$ cat config.mk
export PLATFORM = sky130hd
export DESIGN_NAME = uvma_obi_arbiter
export DESIGN_NICKNAME = d
export VERILOG_FILES = /design/src/rtl/uvma_obi_arbiter.sv
export SDC_FILE = /design/constraint.sdc
export NUM_CORES = 1
export LEC_CHECK = 0
export CAP_MARGIN = 20
export CORE_MARGIN = 2
export CORE_UTILIZATION = 34
export CTS_CLUSTER_SIZE = 24
export DETAILED_ROUTE_END_ITERATION = 7
export PLACE_DENSITY_LB_ADDON = 0.05
export SETUP_SLACK_MARGIN = 0.5
export SLEW_MARGIN = 10
export SYNTH_ARGS = -nofsm -noshare
export SYNTH_HDL_FRONTEND = slang
export SYNTH_SLANG_ARGS = --single-unit
$ cat constraint.sdc
create_clock -name clk -period 3 [get_ports clk]
set_clock_uncertainty 0.1 [all_clocks]
set_input_delay 0.6 -clock clk [delete_from_list [all_inputs] [get_ports clk]]
set_output_delay 0.6 -clock clk [all_outputs]
set_load 0.02 [all_outputs]
$ cat src/rtl/uvma_obi_arbiter.sv
// ============================================================================
// uvma_obi_arbiter
//
// N-to-1 OBI arbiter: shares one OBI slave port between NUM_MASTERS masters.
// Address phases are arbitrated round-robin. The slave-side address phase is
// locked while the slave withholds gnt. Each granted master index is queued
// in an in-order ID FIFO, and responses are steered to the FIFO head.
//
// Ports:
//   clk, reset_n          clock, synchronous active-low reset
//   m_req/m_gnt           per-master address-phase handshake
//   m_addr/m_we/m_be/     packed per-master address-phase fields
//   m_wdata               (master i occupies slice i)
//   m_rvalid              per-master response valid
//   m_rdata/m_err         response data/error, broadcast to all masters
//   s_*                   single OBI slave port
//   outstanding           ID FIFO occupancy (0..MAX_OUTSTANDING)
//   protocol_err          sticky: s_rvalid seen while no response was owed
//
// Optional build macro UVMA_OBI_ARB_FIXED_PRIO_EN: the lowest-index
// requester wins and the round-robin pointer is removed.
// ============================================================================
module uvma_obi_arbiter #(
    parameter int unsigned NUM_MASTERS     = 2,
    parameter int unsigned ADDR_WIDTH      = 32,
    parameter int unsigned DATA_WIDTH      = 32,
    parameter int unsigned MAX_OUTSTANDING = 4
) (
    input  logic                                     clk,
    input  logic                                     reset_n,
    input  logic [NUM_MASTERS-1:0]                   m_req,
    output logic [NUM_MASTERS-1:0]                   m_gnt,
    input  logic [NUM_MASTERS*ADDR_WIDTH-1:0]        m_addr,
    input  logic [NUM_MASTERS-1:0]                   m_we,
    input  logic [NUM_MASTERS*DATA_WIDTH/8-1:0]      m_be,
    input  logic [NUM_MASTERS*DATA_WIDTH-1:0]        m_wdata,
    output logic [NUM_MASTERS-1:0]                   m_rvalid,
    output logic [DATA_WIDTH-1:0]                    m_rdata,
    output logic                                     m_err,
    output logic                                     s_req,
    input  logic                                     s_gnt,
    output logic [ADDR_WIDTH-1:0]                    s_addr,
    output logic                                     s_we,
    output logic [DATA_WIDTH/8-1:0]                  s_be,
    output logic [DATA_WIDTH-1:0]                    s_wdata,
    input  logic                                     s_rvalid,
    input  logic [DATA_WIDTH-1:0]                    s_rdata,
    input  logic                                     s_err,
    output logic [$clog2(MAX_OUTSTANDING+1)-1:0]     outstanding,
    output logic                                     protocol_err
);

    localparam int unsigned BE_WIDTH = DATA_WIDTH / 8;
    localparam int unsigned IDX_W    = (NUM_MASTERS > 1) ? $clog2(NUM_MASTERS) : 1;
    localparam int unsigned PTR_W    = (MAX_OUTSTANDING > 1) ? $clog2(MAX_OUTSTANDING) : 1;
    localparam int unsigned CNT_W    = $clog2(MAX_OUTSTANDING + 1);

    typedef enum logic {
        IDLE,
        LOCKED
    } state_e;

    state_e           state_q, state_d;
    logic [IDX_W-1:0] sel_q;
    logic [IDX_W-1:0] winner;
    logic [IDX_W-1:0] cur;
    logic [IDX_W-1:0] head_idx;
    logic [IDX_W-1:0] fifo_mem [MAX_OUTSTANDING];
    logic [PTR_W-1:0] wr_ptr_q, rd_ptr_q;
    logic [CNT_W-1:0] count_q;
    logic             perr_q;
    logic             fifo_full, fifo_empty;
    logic             push, pop;

    // Explicit wrap so that non-power-of-2 depths (and depth 1) stay in range.
    function automatic logic [PTR_W-1:0] ptr_inc(input logic [PTR_W-1:0] p);
        return (p == PTR_W'(MAX_OUTSTANDING - 1)) ? '0 : p + 1'b1;
    endfunction

`ifdef UVMA_OBI_ARB_FIXED_PRIO_EN
    function automatic logic [IDX_W-1:0] prio_pick(input logic [NUM_MASTERS-1:0] req);
        logic [IDX_W-1:0] pick;
        logic             found;
        pick  = '0;
        found = 1'b0;
        for (int unsigned k = 0; k < NUM_MASTERS; k++) begin
            if (!found && req[k]) begin
                pick  = IDX_W'(k);
                found = 1'b1;
            end
        end
        return pick;
    endfunction

    always_comb winner = prio_pick(m_req);
`else
    logic [IDX_W-1:0] rr_ptr_q;

    // First requester at or above ptr, wrapping; defaults to ptr when idle.
    function automatic logic [IDX_W-1:0] rr_pick(input logic [NUM_MASTERS-1:0] req,
                                                 input logic [IDX_W-1:0]       ptr);
        logic [IDX_W-1:0] pick;
        logic             found;
        int unsigned      cand;
        pick  = ptr;
        found = 1'b0;
        for (int unsigned k = 0; k < NUM_MASTERS; k++) begin
            cand = 32'(ptr) + k;
            if (cand >= NUM_MASTERS) cand = cand - NUM_MASTERS;
            if (!found && req[cand]) begin
                pick  = IDX_W'(cand);
                found = 1'b1;
            end
        end
        return pick;
    endfunction

    always_comb winner = rr_pick(m_req, rr_ptr_q);

    always_ff @(posedge clk) begin
        if (!reset_n) begin
            rr_ptr_q <= '0;
        end else if (push) begin
            rr_ptr_q <= (cur == IDX_W'(NUM_MASTERS - 1)) ? '0 : cur + 1'b1;
        end
    end
`endif

    assign cur        = (state_q == LOCKED) ? sel_q : winner;
    assign fifo_full  = (count_q == CNT_W'(MAX_OUTSTANDING));
    assign fifo_empty = (count_q == '0);
    assign head_idx   = fifo_mem[rd_ptr_q];

    // No full-FIFO bypass: a pop in the same cycle does not free a slot early.
    assign s_req = reset_n & m_req[cur] & ~fifo_full;
    assign push  = s_req & s_gnt;
    assign pop   = reset_n & s_rvalid & ~fifo_empty;

    always_comb begin
        s_addr  = '0;
        s_we    = 1'b0;
        s_be    = '0;
        s_wdata = '0;
        m_gnt   = '0;
        if (s_req) begin
            s_addr  = m_addr[cur*ADDR_WIDTH +: ADDR_WIDTH];
            s_we    = m_we[cur];
            s_be    = m_be[cur*BE_WIDTH +: BE_WIDTH];
            s_wdata = m_wdata[cur*DATA_WIDTH +: DATA_WIDTH];
        end
        if (push) m_gnt[cur] = 1'b1;
    end

    always_comb begin
        m_rvalid = '0;
        if (pop) m_rvalid[head_idx] = 1'b1;
    end

    assign m_rdata      = s_rdata;
    assign m_err        = s_err;
    assign outstanding  = count_q;
    assign protocol_err = perr_q;

    // Lock FSM: a request left pending by the slave freezes the selection.
    always_comb begin
        state_d = state_q;
        case (state_q)
            IDLE:    if (s_req && !s_gnt) state_d = LOCKED;
            LOCKED:  if (push)            state_d = IDLE;
            default: state_d = IDLE;
        endcase
    end

    always_ff @(posedge clk) begin
        if (!reset_n) begin
            state_q <= IDLE;
            sel_q   <= '0;
        end else begin
            state_q <= state_d;
            if (state_q == IDLE && s_req && !s_gnt) sel_q <= winner;
        end
    end

    always_ff @(posedge clk) begin
        if (push) fifo_mem[wr_ptr_q] <= cur;
    end

    always_ff @(posedge clk) begin
        if (!reset_n) begin
            wr_ptr_q <= '0;
            rd_ptr_q <= '0;
            count_q  <= '0;
            perr_q   <= 1'b0;
        end else begin
            if (push) wr_ptr_q <= ptr_inc(wr_ptr_q);
            if (pop)  rd_ptr_q <= ptr_inc(rd_ptr_q);
            case ({push, pop})
                2'b10:   count_q <= count_q + 1'b1;
                2'b01:   count_q <= count_q - 1'b1;
                default: count_q <= count_q;
            endcase
            if (s_rvalid && fifo_empty) perr_q <= 1'b1;
        end
    end

endmodule

==> metrics.txt, run 1 <==
Mean Syn Cell Area 7.614 µm²; DRT antenna net count 0; layout cells sized above 1 0.4980; Slew Limit Headroom 0.6350; critical path arrival 1.95 ns; RSZ-0062 raised after global routing yes; achievable frequency 378.0 MHz; min cycle time layout 2.645 ns; sequential fraction of the synthesis area 0.09682; Worst-Margin Slew 0.5475 ns; CP Data Required Time 2.30 ns; clock slew at reported path FFs 0.05 ns; CTS tree built; GP Congestion 0.7669; worst hold path type flip-flop to flip-flop; Top FF cell, synth dfxtp_1; CORE AREA 11,370 µm²; Num CTS Buffers 3; WHS Path Cells 2; WS Path Type primary input to output port; Fin. Hold Viols 0; die extent in x 111.5 µm; antenna fix cells 0; Slew Limit Fails 0; largest net degree at the start of global routing 76; Peak VDD IR 0.0001884 V; Routed WL 17,250 µm; top cells by count, synth 73 x nand2_1, 70 x nor3b_1, 69 x a221oi_1, 69 x mux2_2, 61 x a21oi_1; H-tree Lvls 1; placed cell area 6161 µm²; routed vias/inst 5.742; Synth area leaders mux2_2 20%, a221oi_1 15%, nor3b_1 13%, a21oi_1 7.8%, buf_4 7.3%; Port Buf Inserts 221; # IOs 288; first-pass GRT wire length 25,740 µm; Avg WL per Cell 19.60 µm; die area 12,430 µm²; Synth top area share 0.1978; leak pwr 3.017 nW; most frequent cell after synthesis nand2_1; hold buffer count at cts 0; YS warnings 0; pwr dens 285.4 nW/µm²; Startpoint Class primary input; Layout Cells excl Fill 880; Synth area leader mux2_2; Tot Pwr 2.207 mW; FF-to-FF End outstanding[2]$_SDFFE_PN0P_; Cell Area, Synth 3929 µm²; final core occ 0.6802; reg2reg start sel_q$_SDFFE_PN0P_; Final setup viols 0; Cell Rows 39; Final period util 0.8817; FF-to-FF setup slack 0.51 ns; maxcap violations 0; hold path endpoint protocol_err$_SDFFE_PN0P_; # DRC 0; via count 5,053; initial antenna violation count 1; Synth async-reset ratio 0; Die Y 111.5 µm; Seq cells post-synth 17; CTS Root Cell clkbuf_16; fin nets 922; drt pass-1 iters 4; area grow syn2layout 96.85%; worst skew pair latency 0.24 ns; Post-DP HPWL 10,340 µm; Total Routing Usage GR 0.2489; crit-path max FO 7; gr ovfl total 0; Initial Util 0.3455; count of cell types in the netlist 43; Crit. End Element output port; number of flops mapped to enable cells by yosys 4; clk sinks 17; status complete, no violations; clk buf depth 2; hold_ws 0.4013 ns; synthesized net count 700; HP Start protocol_err$_SDFFE_PN0P_; drt initial violations 275; post-placement cell count 820; vias in the first global route 4,962; Reg2Reg Depth 11; post-synthesis cell count 516; design area 7734 µm²
==> cell families (layout without fill, tap and decap cells) <==
logic type               after synthesis  after routing  share of synthesized area
adder cells (fa/ha/maj)                7              7                    0.02420
AND/OR/NAND/NOR                      166            166                     0.2411
AO/OA/AOI/OAI                        154            154                     0.2834
multiplexers                          73             73                     0.2111
flip-flops                            17             17                    0.09682
buffers and inverters                 97            318                     0.1389
XOR/XNOR                               2              2                   0.004459
==> what timing repair did <==
item / 4_1_cts / 5_1_grt
endpoints found under the setup margin: 77 / 75
buffers inserted: 29 / 11
cloned: 12 / 4
pin swaps: 57 / 58
gates resized for setup: 509 / 107
==> metrics by stage <==
step	TNS, ns	setup slack, ns
floorplan	0	0.5186
global placement	-33.27	-0.5699
detailed placement	-38.69	-0.6482
CTS	0	0.3704
global route	0	0.3056
finish	0	0.3548
==> critical path: stages <==
cell      delay, ns
buf_8          0.11
buf_6          0.11
a221oi_4       0.23
buf_6          0.16
buf_12         0.12
buf_16         0.13
buf_4          0.12
a221oi_2       0.06
a21oi_2        0.15
buf_4          0.15
==> routing by layer <==
layer,vias up,GRT usage,share of wire
li1,2400,-,-
met1,2454,0.2921,0.40
met2,165,0.4703,0.53
met3,34,0.03702,0.049
met4,0,0.06584,0.022
met5,-,0,0
==> layout by cell type, fill, tap and decap left out, types with 3 or more instances in the layout <==
master	instances
clkdlybuf4s50_1	101
buf_4	90
nand2_1	68
mux2_2	64
a221oi_2	56
nor3b_1	53
a21oi_1	44
buf_6	32
dlygate4sd2_1	30
a21oi_2	26
nor3b_2	16
dlymetal6s2s_1	13
buf_12	13
buf_16	12
a221oi_4	11
dfxtp_1	10
inv_1	7
clkbuf_16	7
buf_8	6
mux2_4	5
and3_1	5
ha_1	5
nand2_2	4
o21ai_0	4
edfxtp_1	4
mux2i_1	3
a221oi_1	3
nor2b_1	3
==> cell type report <==
type / count / area, µm²
Multi-Input combinational cell: 402 / 3776
Fill cell: 958 / 3636
Timing Repair Buffer: 305 / 3273
Sequential cell: 17 / 389.1
Tap cell: 143 / 178.9
Clock buffer: 3 / 75.07
Inverter: 9 / 36.28
Clock inverter: 1 / 5.005
==> how the worst max path moves through the flow <==
stage              from                          end  slack [ns]
3_3_place_gp   m_req[0]                  s_wdata[20]       -0.57
3_5_place_dp   m_req[0]                  s_wdata[20]       -0.65
2_1_floorplan  m_req[1]  outstanding[2]$_SDFFE_PN0P_        0.52
6_report       m_req[1]                   s_wdata[6]        0.35
4_1_cts        m_req[1]                  s_wdata[30]        0.37
5_1_grt        m_req[1]                      s_be[3]        0.31
==> power by group <==
part / total (mW) / switching, mW / internal (mW)
combinational: 1.67 / 0.782 / 0.886
sequential: 0.278 / 0.0241 / 0.253
clock: 0.262 / 0.0841 / 0.178
total: 2.21 / 0.890 / 1.32
(Power assumes the default switching activity.)
==> inputs of run 2 (changes only) <==
--- a/config.mk
+++ b/config.mk
@@ -10,7 +10,7 @@
 export CORE_UTILIZATION = 34
 export CTS_CLUSTER_SIZE = 24
 export DETAILED_ROUTE_END_ITERATION = 7
-export PLACE_DENSITY_LB_ADDON = 0.05
+export PLACE_DENSITY = 0.89
 export SETUP_SLACK_MARGIN = 0.5
 export SLEW_MARGIN = 10
 export SYNTH_ARGS = -nofsm -noshare
==> metrics.txt, run 2 (synthesis gave the netlist of run 1 again) <==
status complete, no violations; Routed WL 16,420 µm (-4.8%); largest net degree at the start of global routing 61 (-20%); first-pass GRT wire length 25,160 µm (-2.2%); fin nets 897 (-2.7%); min cycle time layout 2.587 ns (-0.05795 ns); sequential share of power 0.136 (+0.010); Setup crit start m_req[1]; Slew Limit Headroom 0.6852 (+0.05022); area grow syn2layout 82.39%; clk buf depth 2 (unchanged); # DRC 0 (unchanged); hold buffer count at cts 0 (unchanged); CTS Root Cell clkbuf_16; Worst-Margin Slew 0.4722 ns (-0.07532 ns); Final setup viols 0 (unchanged); pre-CTS WS -0.4957 ns (+0.1525 ns); layout cells sized above 1 0.4242 (-0.07381); antenna fix cells 0 (unchanged); commonest non-fill, non-tap cells in the layout 118 x clkdlybuf4s50_1, 85 x buf_4, 73 x nand2_1; achievable frequency 386.5 MHz (+2.2%); slack of the critical path 0.4128 ns (+0.05795 ns); via count 4,929 (-2.5%); Logic pwr share 0.734 (-0.021); WS Path Type primary input to output port; Cell Rows 39 (unchanged); clock slew at reported path FFs 0.05 ns (about the same); routed vias/inst 5.765 (+0.40%); hold_ws 0.4025 ns (+0.001208 ns); placed cell area 6178 µm² (+0.28%); sw power 0.8264 mW (-7.1%); drt pass-1 iters 5 (+1); H-tree Lvls 1 (unchanged); reg2reg start sel_q$_SDFFE_PN0P_; GP Congestion 0.8055 (+5.0%); M1 WL 6676 µm (-3.5%); Fin. Hold Viols 0 (unchanged); Num CTS Buffers 3 (unchanged); # IOs 288 (unchanged); critical path arrival 1.89 ns (-0.06 ns); Port Buf Inserts 221 (unchanged); Internal Power 1.218 mW (-7.5%); Clk network pwr share 0.130 (+0.011); CP Data Required Time 2.30 ns (about the same); Avg WL per Cell 19.21 µm (-2.0%); maxcap violations 0 (unchanged); metal2 WL 8278 µm (-9.0%); crit-path max FO 8 (+1); clk sinks 17 (unchanged); Crit. End Element output port; Net Sw Frac 0.4042 (+0.001118); Peak VDD IR 0.0002749 V (+46%); HP Start rd_ptr_q[0]$_SDFFE_PN0P_; worst hold path type flip-flop to flip-flop; pwr dens 285.3 nW/µm² (about the same); Startpoint Class primary input; leak pwr 2.774 nW (-8.0%); design area 7166 µm² (-7.3%); RSZ-0062 raised after global routing yes; DRT antenna net count 0 (unchanged); gr ovfl total 0 (unchanged); CORE AREA 11,370 µm² (unchanged); vias in the first global route 4,913 (-0.99%); Die Y 111.5 µm (unchanged); CTS tree built; worst skew pair latency 0.25 ns (about the same); Slew Limit Fails 0 (unchanged); commonest non-fill, non-tap cell in the layout clkdlybuf4s50_1; die area 12,430 µm² (unchanged); die extent in x 111.5 µm (unchanged); Top Metal Used met4; Initial Util 0.3455 (unchanged); Final period util 0.8624 (-0.01931); drt initial violations 310 (+13%); Post-DP HPWL 9915 µm (-4.1%); WL met3 1081 µm (+27%); Total Routing Usage GR 0.2403 (-0.008595); initial antenna violation count 0 (-1)
==> run 2: cell count changes in the layout (fill, tap and decap cells not counted), sizes merged <==
cell,change
dlygate4sd2,-18
buf,-26
clkdlybuf4s50,+17
clkdlybuf4s15,+1
bufbuf,+2
clkbuf,-3
dlymetal6s2s,+2
==> run 2: path summary, 6_finish.rpt <==
kind,slack [ns],depth (start not counted),endpoint
worst min-delay path,0.40,1,rd_ptr_q[0]$_SDFFE_PN0P_
worst min register to register,0.40,1,rd_ptr_q[0]$_SDFFE_PN0P_
worst max register to register,0.55,12,outstanding[2]$_SDFFE_PN0P_
worst max-delay path,0.41,10,s_addr[24]
==> run 2: critical path, cell delays in order <==
cell and delay (ns):
buf_8 0.10, buf_6 0.11, a221oi_4 0.18, buf_6 0.15, buf_12 0.09, buf_12 0.10
buf_16 0.14, a221oi_2 0.07, a21oi_1 0.16, buf_4 0.17
==> run 2: cell type report <==
cell class              count  area, µm²
clock buffers               3      75.07
clock inverters             1      5.005
fillers                   951       4204
inverters                   9      38.79
multi-input cells         402       3508
flip-flops and latches     17      389.1
well taps                 143      178.9
repair buffers            280       2970
==> run 2: repair_timing <==
| action | CTS | global route |
|---|---|---|
| endpoints found under the setup margin | 77 | 74 |
| pin swaps | 31 | 32 |
| cloned | 10 | 2 |
| resized for setup | 449 | 74 |
| setup buffers | 12 | 3 |
==> run 2: per-stage QoR <==
stage / total power [mW] / setup TNS [ns] / utilization / cells
after floorplan: 0.9973 / 0 / - / 516
after global placement: 1.475 / -28.92 / 0.5434 / 824
after detailed placement: 1.493 / -32.04 / 0.5434 / 824
after CTS: 1.942 / 0 / 0.5979 / 850
after global routing: 2.159 / 0 / 0.6302 / 855
final: 2.045 / 0 / 0.6302 / 855
==> run 2: per-layer routing <==
layer,vias to the layer above,GRT usage
li1,2340,-
met1,2356,0.3006
met2,192,0.4264
met3,41,0.03919
met4,0,0.06831
met5,-,0
==> run 2: power by group through the flow <==
stage	clock [mW]	sequential, mW	combinational [mW]
floorplan	0	0.277	0.721
global placement	0	0.278	1.20
detailed placement	0	0.279	1.21
CTS	0.267	0.275	1.40
global route	0.282	0.281	1.60
finish	0.266	0.278	1.50
==> inputs of run 3 (changes only) <==
--- a/config.mk
+++ b/config.mk
@@ -12,6 +12,7 @@
 export DETAILED_ROUTE_END_ITERATION = 7
 export PLACE_DENSITY = 0.89
 export SETUP_SLACK_MARGIN = 0.5
+export SKIP_CTS_REPAIR_TIMING = 1
 export SLEW_MARGIN = 10
 export SYNTH_ARGS = -nofsm -noshare
 export SYNTH_HDL_FRONTEND = slang
==> metrics.txt, run 3 (synthesis gave the netlist of run 1 again) <==
die extent in x 111.5 µm (unchanged); Crit. End Element output port; Logic pwr share 0.746 (+0.012); Internal Power 1.241 mW (+1.9%); drt pass-1 iters 4 (-1); sw power 0.8959 mW (+8.4%); CP Data Required Time 2.30 ns (about the same); reg2reg start sel_q$_SDFFE_PN0P_; Clk network pwr share 0.123 (-0.007); Cell Rows 39 (unchanged); Net Sw Frac 0.4193 (+0.01510); Worst-Margin Slew 0.4958 ns (+0.02359 ns); WHS Path Cells 1 (unchanged); crit-path max FO 8 (unchanged); HP Start rd_ptr_q[0]$_SDFFE_PN0P_; slack of the critical path 0.4201 ns (+0.007377 ns); Fin. Hold Viols 0 (unchanged); GP Congestion 0.8055 (unchanged); Final period util 0.8600 (-0.002459); routed vias/inst 5.963 (+3.4%); vias in the first global route 4,517 (-8.1%); critical path arrival 1.88 ns (about the same); Num CTS Buffers 3 (unchanged); hold_ws 0.4027 ns (+0.0002300 ns); Startpoint Class primary input; RSZ-0062 raised after global routing yes; clk sinks 17 (unchanged); Slew Limit Fails 0 (unchanged); antenna fix cells 0 (unchanged); Initial Util 0.3455 (unchanged); Slew Limit Headroom 0.6695 (-0.01572); clock slew at reported path FFs 0.05 ns (about the same); DRT antenna net count 0 (unchanged); Reg2Reg Depth 11 (-1); Reg area 389.1 µm² (unchanged); sequential share of power 0.131 (-0.005); Routed WL 18,210 µm (+11%); fill count 825 (-13%); achievable frequency 387.6 MHz (+0.29%); drt initial violations 294 (-5.2%); area of the multi-input gates 3811 µm² (+8.6%); Avg WL per Cell 21.29 µm (+11%); initial antenna violation count 0 (unchanged); design area 7655 µm² (+6.8%); CORE AREA 11,370 µm² (unchanged); commonest non-fill, non-tap cell in the layout buf_4; # IOs 288 (unchanged); Die Y 111.5 µm (unchanged); leak pwr 3.385 nW (+22%); clk buf depth 2 (unchanged); Tot Pwr 2.137 mW (+4.5%); maxcap violations 0 (unchanged); WS Path Type primary input to output port; H-tree Lvls 1 (unchanged); Final setup viols 0 (unchanged); worst skew pair latency 0.25 ns (about the same); layout cells sized above 1 0.4733 (+0.04916); min cycle time layout 2.580 ns (-0.007377 ns); gr ovfl total 0 (unchanged); FF-to-FF setup slack 0.53 ns (-0.02 ns); Setup TNS 0 ns (unchanged); worst hold path type flip-flop to flip-flop; Peak VDD IR 0.0002924 V (+6.4%); placed cell area 6178 µm² (unchanged); status complete, no violations; largest net degree at the start of global routing 61 (unchanged); via count 5,098 (+3.4%); # DRC 0 (unchanged); hold path endpoint rd_ptr_q[0]$_SDFFE_PN0P_; Post-DP HPWL 9915 µm (unchanged); pre-CTS WS -0.4957 ns (unchanged); CTS Root Cell clkbuf_16; Port Buf Inserts 221 (unchanged); pwr dens 279.1 nW/µm² (-2.2%); fin nets 897 (unchanged); area grow syn2layout 94.84%; FF-to-FF End outstanding[2]$_SDFFE_PN0P_; die area 12,430 µm² (unchanged); Total Routing Usage GR 0.2023 (-0.03802); CTS tree built; first-pass GRT wire length 21,670 µm (-14%); commonest non-fill, non-tap cells in the layout 77 x buf_4, 75 x clkdlybuf4s50_1, 74 x dlymetal6s2s_1
==> run 3: cell count changes in the layout (fill, tap and decap cells not counted), sizes merged <==
cell,previous run,this run
dlymetal6s2s,15,74
clkdlybuf4s50,118,75
dlygate4sd2,12,0
buf,129,118
clkbuf,6,15
bufbuf,2,0
a211o,1,2
clkdlybuf4s15,1,0
==> run 3: routing by layer <==
metal | track usage | wire [µm]
met5 | 0 | 0
met4 | 0.06255 | 563
met3 | 0.03157 | 1088
met2 | 0.3659 | 9104
met1 | 0.2463 | 7448
==> run 3: power groups by stage <==
stage	logic (mW)	registers, mW	clock network [mW]
3_5_place_dp	1.21	0.279	0
3_3_place_gp	1.20	0.278	0
2_1_floorplan	0.721	0.277	0
4_1_cts	1.22	0.274	0.267
5_1_grt	1.69	0.282	0.278
6_report	1.59	0.280	0.263
==> run 3: critical path, cell delays in order <==
cell	delay (ns)
buf_8	0.11
buf_6	0.11
a221oi_4	0.22
buf_6	0.20
clkbuf_16	0.18
a221oi_2	0.07
a21oi_1	0.20
buf_4	0.17
==> run 3: metrics by stage <==
| step | cells | util |
|---|---|---|
| floorplan | 516 | - |
| global placement | 824 | 0.5434 |
| detailed placement | 824 | 0.5434 |
| CTS | 828 | 0.5505 |
| global route | 855 | 0.6733 |
| finish | 855 | 0.6733 |
==> run 3: area by class of cell <==
class,count,share of cell area
multi-input combinational,403,0.4979
timing repair buffer,279,0.4127
sequential,17,0.05083
tap,143,0.02337
clock buffer,3,0.009807
inverter,9,0.004740
clock inverter,1,0.0006538
==> run 3: how the worst max path moves through the flow <==
stage | from | endpoint | slack (ns) | depth (start not counted)
floorplan | m_req[1] | outstanding[2]$_SDFFE_PN0P_ | 0.52 | 11
global placement | m_req[0] | s_addr[15] | -0.44 | 7
detailed placement | m_req[0] | s_addr[27] | -0.50 | 7
CTS | m_req[0] | s_addr[15] | -0.51 | 7
global route | m_req[1] | s_be[1] | 0.37 | 8
finish | m_req[1] | s_be[1] | 0.42 | 8
